File: src/rtl/dt_pkg.sv
// -----------------------------------------------------------------------------
// dt_pkg
// Shared constants and types for the distance-transform post-processing
// blocks.
//   DT_ADDR_W     : result-memory address width (image holds 2^DT_ADDR_W px)
//   DT_DATA_W     : distance value width
//   DT_IMG_N      : pixel count of the 128x128 image
//   DT_HIST_BINS  : number of histogram bins (optional histogram)
//   DT_HIST_SEL_W : width of the histogram bin select
//   dt_scan_state_t : peak-scan controller states
// -----------------------------------------------------------------------------
package dt_pkg;

   localparam int DT_ADDR_W     = 14;
   localparam int DT_DATA_W     = 8;
   localparam int DT_IMG_N      = 16384;
   localparam int DT_HIST_BINS  = 16;
   localparam int DT_HIST_SEL_W = 4;

   typedef enum logic [1:0] {
      IDLE  = 2'd0,
      SCAN  = 2'd1,
      DRAIN = 2'd2,
      DONE  = 2'd3
   } dt_scan_state_t;

endpackage : dt_pkg

File: src/rtl/dt_hist_bank.sv
// -----------------------------------------------------------------------------
// dt_hist_bank
// 16-bin histogram of distance samples. Values 0..14 land in their own bin,
// everything >= 15 saturates into bin 15. The selected bin is read
// combinationally.
// Ports:
//   clk    : clock, rising edge
//   reset  : synchronous active-high reset, clears all bins
//   clr_i  : synchronous clear of all bins (new scan starting)
//   inc_i  : d_i is a valid sample this cycle
//   d_i    : distance sample
//   sel_i  : bin select for cnt_o
//   cnt_o  : count held in bin sel_i
// -----------------------------------------------------------------------------
module dt_hist_bank
   import dt_pkg::*;
#(
   parameter int DATA_W = DT_DATA_W,
   parameter int CNT_W  = DT_ADDR_W + 1
) (
   input  logic                     clk,
   input  logic                     reset,
   input  logic                     clr_i,
   input  logic                     inc_i,
   input  logic [DATA_W-1:0]        d_i,
   input  logic [DT_HIST_SEL_W-1:0] sel_i,
   output logic [CNT_W-1:0]         cnt_o
);

   localparam logic [CNT_W-1:0]         CNT_ONE  = CNT_W'(1);
   localparam logic [DATA_W-1:0]        SAT_VAL  = DATA_W'(DT_HIST_BINS - 1);
   localparam logic [DT_HIST_SEL_W-1:0] SAT_BIN  = DT_HIST_SEL_W'(DT_HIST_BINS - 1);

   logic [DT_HIST_SEL_W-1:0] bin_idx;
   logic [DT_HIST_BINS-1:0]  hit;
   logic [CNT_W-1:0]         bin_q [DT_HIST_BINS];

   // Saturating bin index: large distances all collapse into the top bin.
   assign bin_idx = (d_i < SAT_VAL) ? d_i[DT_HIST_SEL_W-1:0] : SAT_BIN;

   // One-hot increment strobe per bin.
   generate
      for (genvar gi = 0; gi < DT_HIST_BINS; gi++) begin : g_hit
         assign hit[gi] = inc_i && (bin_idx == DT_HIST_SEL_W'(gi));
      end
   endgenerate

   always_ff @(posedge clk) begin
      if (reset || clr_i) begin
         for (int i = 0; i < DT_HIST_BINS; i++) begin
            bin_q[i] <= '0;
         end
      end else begin
         for (int i = 0; i < DT_HIST_BINS; i++) begin
            if (hit[i]) begin
               bin_q[i] <= bin_q[i] + CNT_ONE;
            end
         end
      end
   end

   assign cnt_o = bin_q[sel_i];

endmodule : dt_hist_bank

File: src/rtl/dt_peak_scan.sv
// -----------------------------------------------------------------------------
// dt_peak_scan
// Raster sweep of the distance-transform result memory after the transform
// completes. Reports the largest distance, the address of its first
// occurrence and the number of nonzero (object) pixels.
//
// Optional feature: define DT_PEAK_HIST_EN to build a 16-bin histogram and
// expose the hist_sel / hist_cnt ports. Without it those ports are absent.
//
// Ports:
//   clk      : clock, rising edge
//   reset    : synchronous active-high reset
//   start    : one-cycle pulse, begins a scan from IDLE or DONE
//   res_rd   : result-memory read enable
//   res_addr : result-memory read address
//   res_di   : read data, returned one cycle after res_addr/res_rd
//   busy     : scan in progress
//   valid    : results final (level, held until next start or reset)
//   max_dist : largest distance read
//   max_addr : raster address of the first occurrence of max_dist
//   obj_cnt  : number of nonzero pixels
//   hist_sel : histogram bin select            (DT_PEAK_HIST_EN only)
//   hist_cnt : count in selected bin           (DT_PEAK_HIST_EN only)
// -----------------------------------------------------------------------------
module dt_peak_scan
   import dt_pkg::*;
#(
   parameter int ADDR_W = DT_ADDR_W,
   parameter int DATA_W = DT_DATA_W
) (
   input  logic                     clk,
   input  logic                     reset,
   input  logic                     start,
   output logic                     res_rd,
   output logic [ADDR_W-1:0]        res_addr,
   input  logic [DATA_W-1:0]        res_di,
   output logic                     busy,
   output logic                     valid,
   output logic [DATA_W-1:0]        max_dist,
   output logic [ADDR_W-1:0]        max_addr,
   output logic [ADDR_W:0]          obj_cnt
`ifdef DT_PEAK_HIST_EN
   ,
   input  logic [DT_HIST_SEL_W-1:0] hist_sel,
   output logic [ADDR_W:0]          hist_cnt
`endif
);

   localparam int                CNT_W     = ADDR_W + 1;
   localparam logic [ADDR_W-1:0] ADDR_LAST = '1;
   localparam logic [ADDR_W-1:0] ADDR_ONE  = ADDR_W'(1);
   localparam logic [CNT_W-1:0]  CNT_ONE   = CNT_W'(1);

   dt_scan_state_t    state_q, state_d;
   logic              rd_q, rd_d;
   logic [ADDR_W-1:0] addr_q, addr_d;
   // pend_q marks that res_di carries the sample for addr_dly_q this cycle.
   logic              pend_q, pend_d;
   logic [ADDR_W-1:0] addr_dly_q, addr_dly_d;
   logic              busy_q, busy_d;
   logic              valid_q, valid_d;
   logic [DATA_W-1:0] max_dist_q, max_dist_d;
   logic [ADDR_W-1:0] max_addr_q, max_addr_d;
   logic [CNT_W-1:0]  obj_cnt_q, obj_cnt_d;
   logic              scan_clr;

   always_comb begin
      state_d    = state_q;
      rd_d       = rd_q;
      addr_d     = addr_q;
      busy_d     = busy_q;
      valid_d    = valid_q;
      max_dist_d = max_dist_q;
      max_addr_d = max_addr_q;
      obj_cnt_d  = obj_cnt_q;
      // The read issued this cycle returns data next cycle.
      pend_d     = rd_q;
      addr_dly_d = addr_q;
      scan_clr   = 1'b0;

      // Sample processing. Strict compare keeps the earliest address on ties.
      if (pend_q) begin
         if (res_di > max_dist_q) begin
            max_dist_d = res_di;
            max_addr_d = addr_dly_q;
         end
         if (res_di != '0) begin
            obj_cnt_d = obj_cnt_q + CNT_ONE;
         end
      end

      case (state_q)
         IDLE, DONE: begin
            if (start) begin
               state_d    = SCAN;
               scan_clr   = 1'b1;
               rd_d       = 1'b1;
               addr_d     = '0;
               busy_d     = 1'b1;
               valid_d    = 1'b0;
               max_dist_d = '0;
               max_addr_d = '0;
               obj_cnt_d  = '0;
            end
         end
         SCAN: begin
            // Last address is on the port now; stop reading after this cycle.
            if (addr_q == ADDR_LAST) begin
               state_d = DRAIN;
               rd_d    = 1'b0;
            end else begin
               addr_d = addr_q + ADDR_ONE;
            end
         end
         DRAIN: begin
            // The final sample is folded in on this edge.
            state_d = DONE;
            busy_d  = 1'b0;
            valid_d = 1'b1;
         end
         default: begin
            state_d = IDLE;
         end
      endcase
   end

   always_ff @(posedge clk) begin
      if (reset) begin
         state_q    <= IDLE;
         rd_q       <= 1'b0;
         addr_q     <= '0;
         pend_q     <= 1'b0;
         addr_dly_q <= '0;
         busy_q     <= 1'b0;
         valid_q    <= 1'b0;
         max_dist_q <= '0;
         max_addr_q <= '0;
         obj_cnt_q  <= '0;
      end else begin
         state_q    <= state_d;
         rd_q       <= rd_d;
         addr_q     <= addr_d;
         pend_q     <= pend_d;
         addr_dly_q <= addr_dly_d;
         busy_q     <= busy_d;
         valid_q    <= valid_d;
         max_dist_q <= max_dist_d;
         max_addr_q <= max_addr_d;
         obj_cnt_q  <= obj_cnt_d;
      end
   end

   assign res_rd   = rd_q;
   assign res_addr = addr_q;
   assign busy     = busy_q;
   assign valid    = valid_q;
   assign max_dist = max_dist_q;
   assign max_addr = max_addr_q;
   assign obj_cnt  = obj_cnt_q;

`ifdef DT_PEAK_HIST_EN
   dt_hist_bank #(
      .DATA_W (DATA_W),
      .CNT_W  (CNT_W)
   ) u_hist (
      .clk    (clk),
      .reset  (reset),
      .clr_i  (scan_clr),
      .inc_i  (pend_q),
      .d_i    (res_di),
      .sel_i  (hist_sel),
      .cnt_o  (hist_cnt)
   );
`else
   // No histogram in this build; scan_clr only feeds the histogram.
   logic unused_scan_clr;
   assign unused_scan_clr = scan_clr;
`endif

endmodule : dt_peak_scan

File: config.mk
export PLATFORM = sky130hd
export DESIGN_NAME = dt_peak_scan
export DESIGN_NICKNAME = d
export VERILOG_FILES = /design/src/rtl/dt_pkg.sv /design/src/rtl/dt_hist_bank.sv /design/src/rtl/dt_peak_scan.sv
export SDC_FILE = /design/constraint.sdc
export NUM_CORES = 1
export LEC_CHECK = 0
export BUFFER_PORTS_ARGS = -buffer_cell sky130_fd_sc_hd__buf_2
export CORE_UTILIZATION = 25
export DETAILED_ROUTE_END_ITERATION = 8
export PLACE_DENSITY = 0.44
export SYNTH_ARGS = -nofsm -noshare
export SYNTH_HDL_FRONTEND = slang
export SYNTH_SLANG_ARGS = --single-unit
export TNS_END_PERCENT = 20
File: constraint.sdc
create_clock -name clk -period 3.1 [get_ports clk]
set_clock_uncertainty 0.15 [all_clocks]
set_input_delay 0.31 -clock clk [delete_from_list [all_inputs] [get_ports clk]]
set_output_delay 0.31 -clock clk [all_outputs]
set_load 0.01 [all_outputs]
==> results.py <==
metrics = {
    "clock_network": {
        "cts_setup_buffers": 0,
        "clockBufferDepth": 2,
        "cts_tree": "done",
        "ctsResizeCount": 0,
        "numCtsBuffers": 9,
        "cts.sink_count": 71,
        "clk_pin_slew_ns": 0.06,
        "clk-insertion-delay-late_ns": 0.33,
        "htreeDepth": 3,
        "clock-root-buffer": "clkbuf_16",
        "cts_hold_buf": 0,
    },
    "global_route": {
        "grt_max_degree": 38,
        "grt_use_total": 0.130,
        "antenna_found_initial": 0,
        "overflow": 0,
        "grt_pass1_wl_microns": 12900,
        "grt_pass1_vias": 2619,
    },
    "die": {
        "dieArea_sq_mm": 0.0128,
        "die_h_microns": 113,
        "row_count": 40,
        "io_pins": 65,
        "initial_core_util": 0.256,
        "die_w_microns": 113,
        "core_area_sq_mm": 0.0120,
    },
    "timing": {
        "slew_headroom": 0.505,
        "setup_tns_ns": 0,
        "drv_slew": 0,
        "rsz0062_at_grt": "no",
        "fin_crit_sh": 0.735,
        "finalSetupViolations": 0,
        "fmax_ghz": 0.439,
        "hold_viol": 0,
        "tightest_slew_ns": 0.735,
        "min_period_ns": 2.28,
    },
    "setup_path": {
        "critical_path_class": "flop to flop",
        "cp-end-kind": "flop",
        "critPathSlowestCell": "a221o_1",
        "critical-path-max-stage-delay_ns": 0.37,
        "r2r_cells": 7,
        "cp_max_fo": 22,
        "worstSetupStartpointType": "flop",
        "cp_cell_sequence": "inv_1 -> ha_1 -> and3_1 -> a221o_1 -> o211a_1 -> o21ai_0 -> a21oi_1",
        "required_ns": 3.15,
        "worst-endpoint-arrival_ns": 2.32,
    },
    "layout": {
        "area.growth.synth_to_final_pct": 24.2,
        "diodes": 0,
        "drive_gt1_frac": 0.222,
        "layout.nets": 435,
        "fin_area_sq_mm": 0.00382,
        "fillers": 1314,
    },
    "pwr": {
        "total_power_mw": 2.38,
        "ir_worst_vdd_v": 0.000215,
        "p_per_area_mw_per_mm2": 622,
        "power.leakage_nw": 1.51,
    },
    "place": {
        "io_buffers": 64,
        "place.gp.congestion": 0.754,
        "dpl_cell_area_sq_mm": 0.00356,
        "place_hpwl_microns": 5550,
    },
    "yosys": {
        "synth_cell_type_count": 41,
        "synth-async-reset-ratio": 0,
        "dominantRegCellSynth": "dfxtp_1",
        "synth_top_cell_area_share": 0.462,
        "ys_seq_elements": 71,
        "synth_nets": 370,
        "ys_top_cells_by_area": "dfxtp_1 (46%), ha_1 (5.3%), a21oi_1 (5.0%), nand3_1 (4.6%), o21ai_0 (4.6%)",
        "synth_top_cell_by_area": "dfxtp_1",
        "syn-cell-area_sq_mm": 0.00308,
        "yosysSeqAreaShare": 0.462,
        "synth-edff-count": 0,
        "syn_inst": 346,
        "synth_common_cells": "dfxtp_1 (71), nor2_1 (33), a21oi_1 (31)",
        "ys_warn_count": 0,
        "synth_most_common_cell": "dfxtp_1",
        "avgSynthCellArea_sq_um": 8.89,
    },
    "min_path": {
        "hold_class": "primary input to flop",
        "min_path_cells": 3,
    },
    "routing": {
        "avgRoutedWirePerCell_microns": 13.6,
        "finalWirelength_microns": 7620,
        "postRouteAntennaNets": 0,
        "drtIter0Drc": 108,
        "via_count": 2655,
        "via_per_inst": 4.72,
        "drc_errors": 0,
        "firstDrtPassIters": 4,
    },
    "flow_run": {
        "cap_violations": 0,
    },
    "run_status": {
        "outcome": "finished, final reports clean",
    },
}
==> layer usage <==
layer,vias to the layer above,track usage,share of wire
li1,1355,-,-
met1,1225,0.164,0.48
met2,68,0.205,0.44
met3,7,0.0450,0.060
met4,0,0.0456,0.013
met5,-,0,0
==> critical path: cells and delay by family (launching register included) <==
kind	cells	cell delay (ns)
AO/OA/AOI/OAI	4	1.09
flip-flops	1	0.36
adder cells (fa/ha/maj)	1	0.28
AND/OR/NAND/NOR	1	0.20
buffers and inverters	1	0.05
==> where the power goes <==
group,switching [mW],leakage [nW],internal (mW),total [mW]
clock network,0.350,0.127,0.558,0.908
logic,0.289,0.812,0.165,0.454
registers,0.0494,0.573,0.965,1.01
total,0.689,1.51,1.69,2.38
==> kinds of logic (layout without fill, tap and decap cells) <==
kind of cell | Yosys count | after routing | share of synthesized area
buffers and inverters | 27 | 96 | 0.0338
AOI/OAI and AO/OA | 76 | 76 | 0.144
DFF | 71 | 71 | 0.462
and+or+nand+nor | 134 | 134 | 0.235
xor gates and xnor gates | 24 | 24 | 0.0683
muxes | 1 | 1 | 0.00366
adders and majority gates | 13 | 13 | 0.0529
==> metrics by stage <==
stage	hold WS, ns	std cells	setup slack, ns	utilization
floorplan	0.240	346	1.06	-
global placement	0.299	547	0.799	0.296
detailed placement	0.300	547	0.782	0.296
CTS	0.110	562	0.825	0.318
global route	0.132	562	0.651	0.318
finish	0.129	562	0.821	0.318
==> cell usage in the layout, fill, tap and decap left out, types with 7 or more instances in the layout <==
cell | netlist | final
inv_1 | 13 | 13
nand3_1 | 28 | 28
ha_1 | 13 | 13
o21ai_0 | 28 | 28
a21oi_1 | 31 | 31
buf_2 | 2 | 64
nor2b_1 | 16 | 16
clkbuf_16 | 0 | 9
xnor2_1 | 12 | 12
dfxtp_1 | 71 | 71
nand2_1 | 20 | 20
xor2_1 | 12 | 12
nand4_1 | 9 | 9
nor2_1 | 33 | 33
nor3_1 | 7 | 7
==> sequential cells by signal (all words and copies together), names as in the netlist <==
register / flops
state_q: 2
busy: 1
max_addr: 14
valid: 1
max_dist: 8
addr_dly_q: 14
res_rd: 1
res_addr: 14
obj_cnt: 15
pend_q: 1
==> area by class of cell <==
class                           count  area, sq um  area share
Multi-Input combinational cell    248         1560       0.407
Sequential cell                    71         1420       0.372
Clock inverter                      1         5.00     0.00131
Clock buffer                       14          254      0.0665
Inverter                           13         48.8      0.0128
Tap cell                          147          184      0.0481
Timing Repair Buffer               68          350      0.0917
==> path summary, 6_finish.rpt <==
path / start / endpoint / slack (ns)
setup / recovery: max_dist[7]$_SDFF_PP0_ / max_addr[5]$_SDFF_PP0_ / 0.82
hold reg to reg: addr_dly_q[4]$_SDFF_PP0_ / max_addr[4]$_SDFF_PP0_ / 0.30
hold / removal: res_di[6] / max_dist[6]$_SDFF_PP0_ / 0.13
setup reg to reg: max_dist[7]$_SDFF_PP0_ / max_addr[5]$_SDFF_PP0_ / 0.82
(Power assumes the default switching activity.)
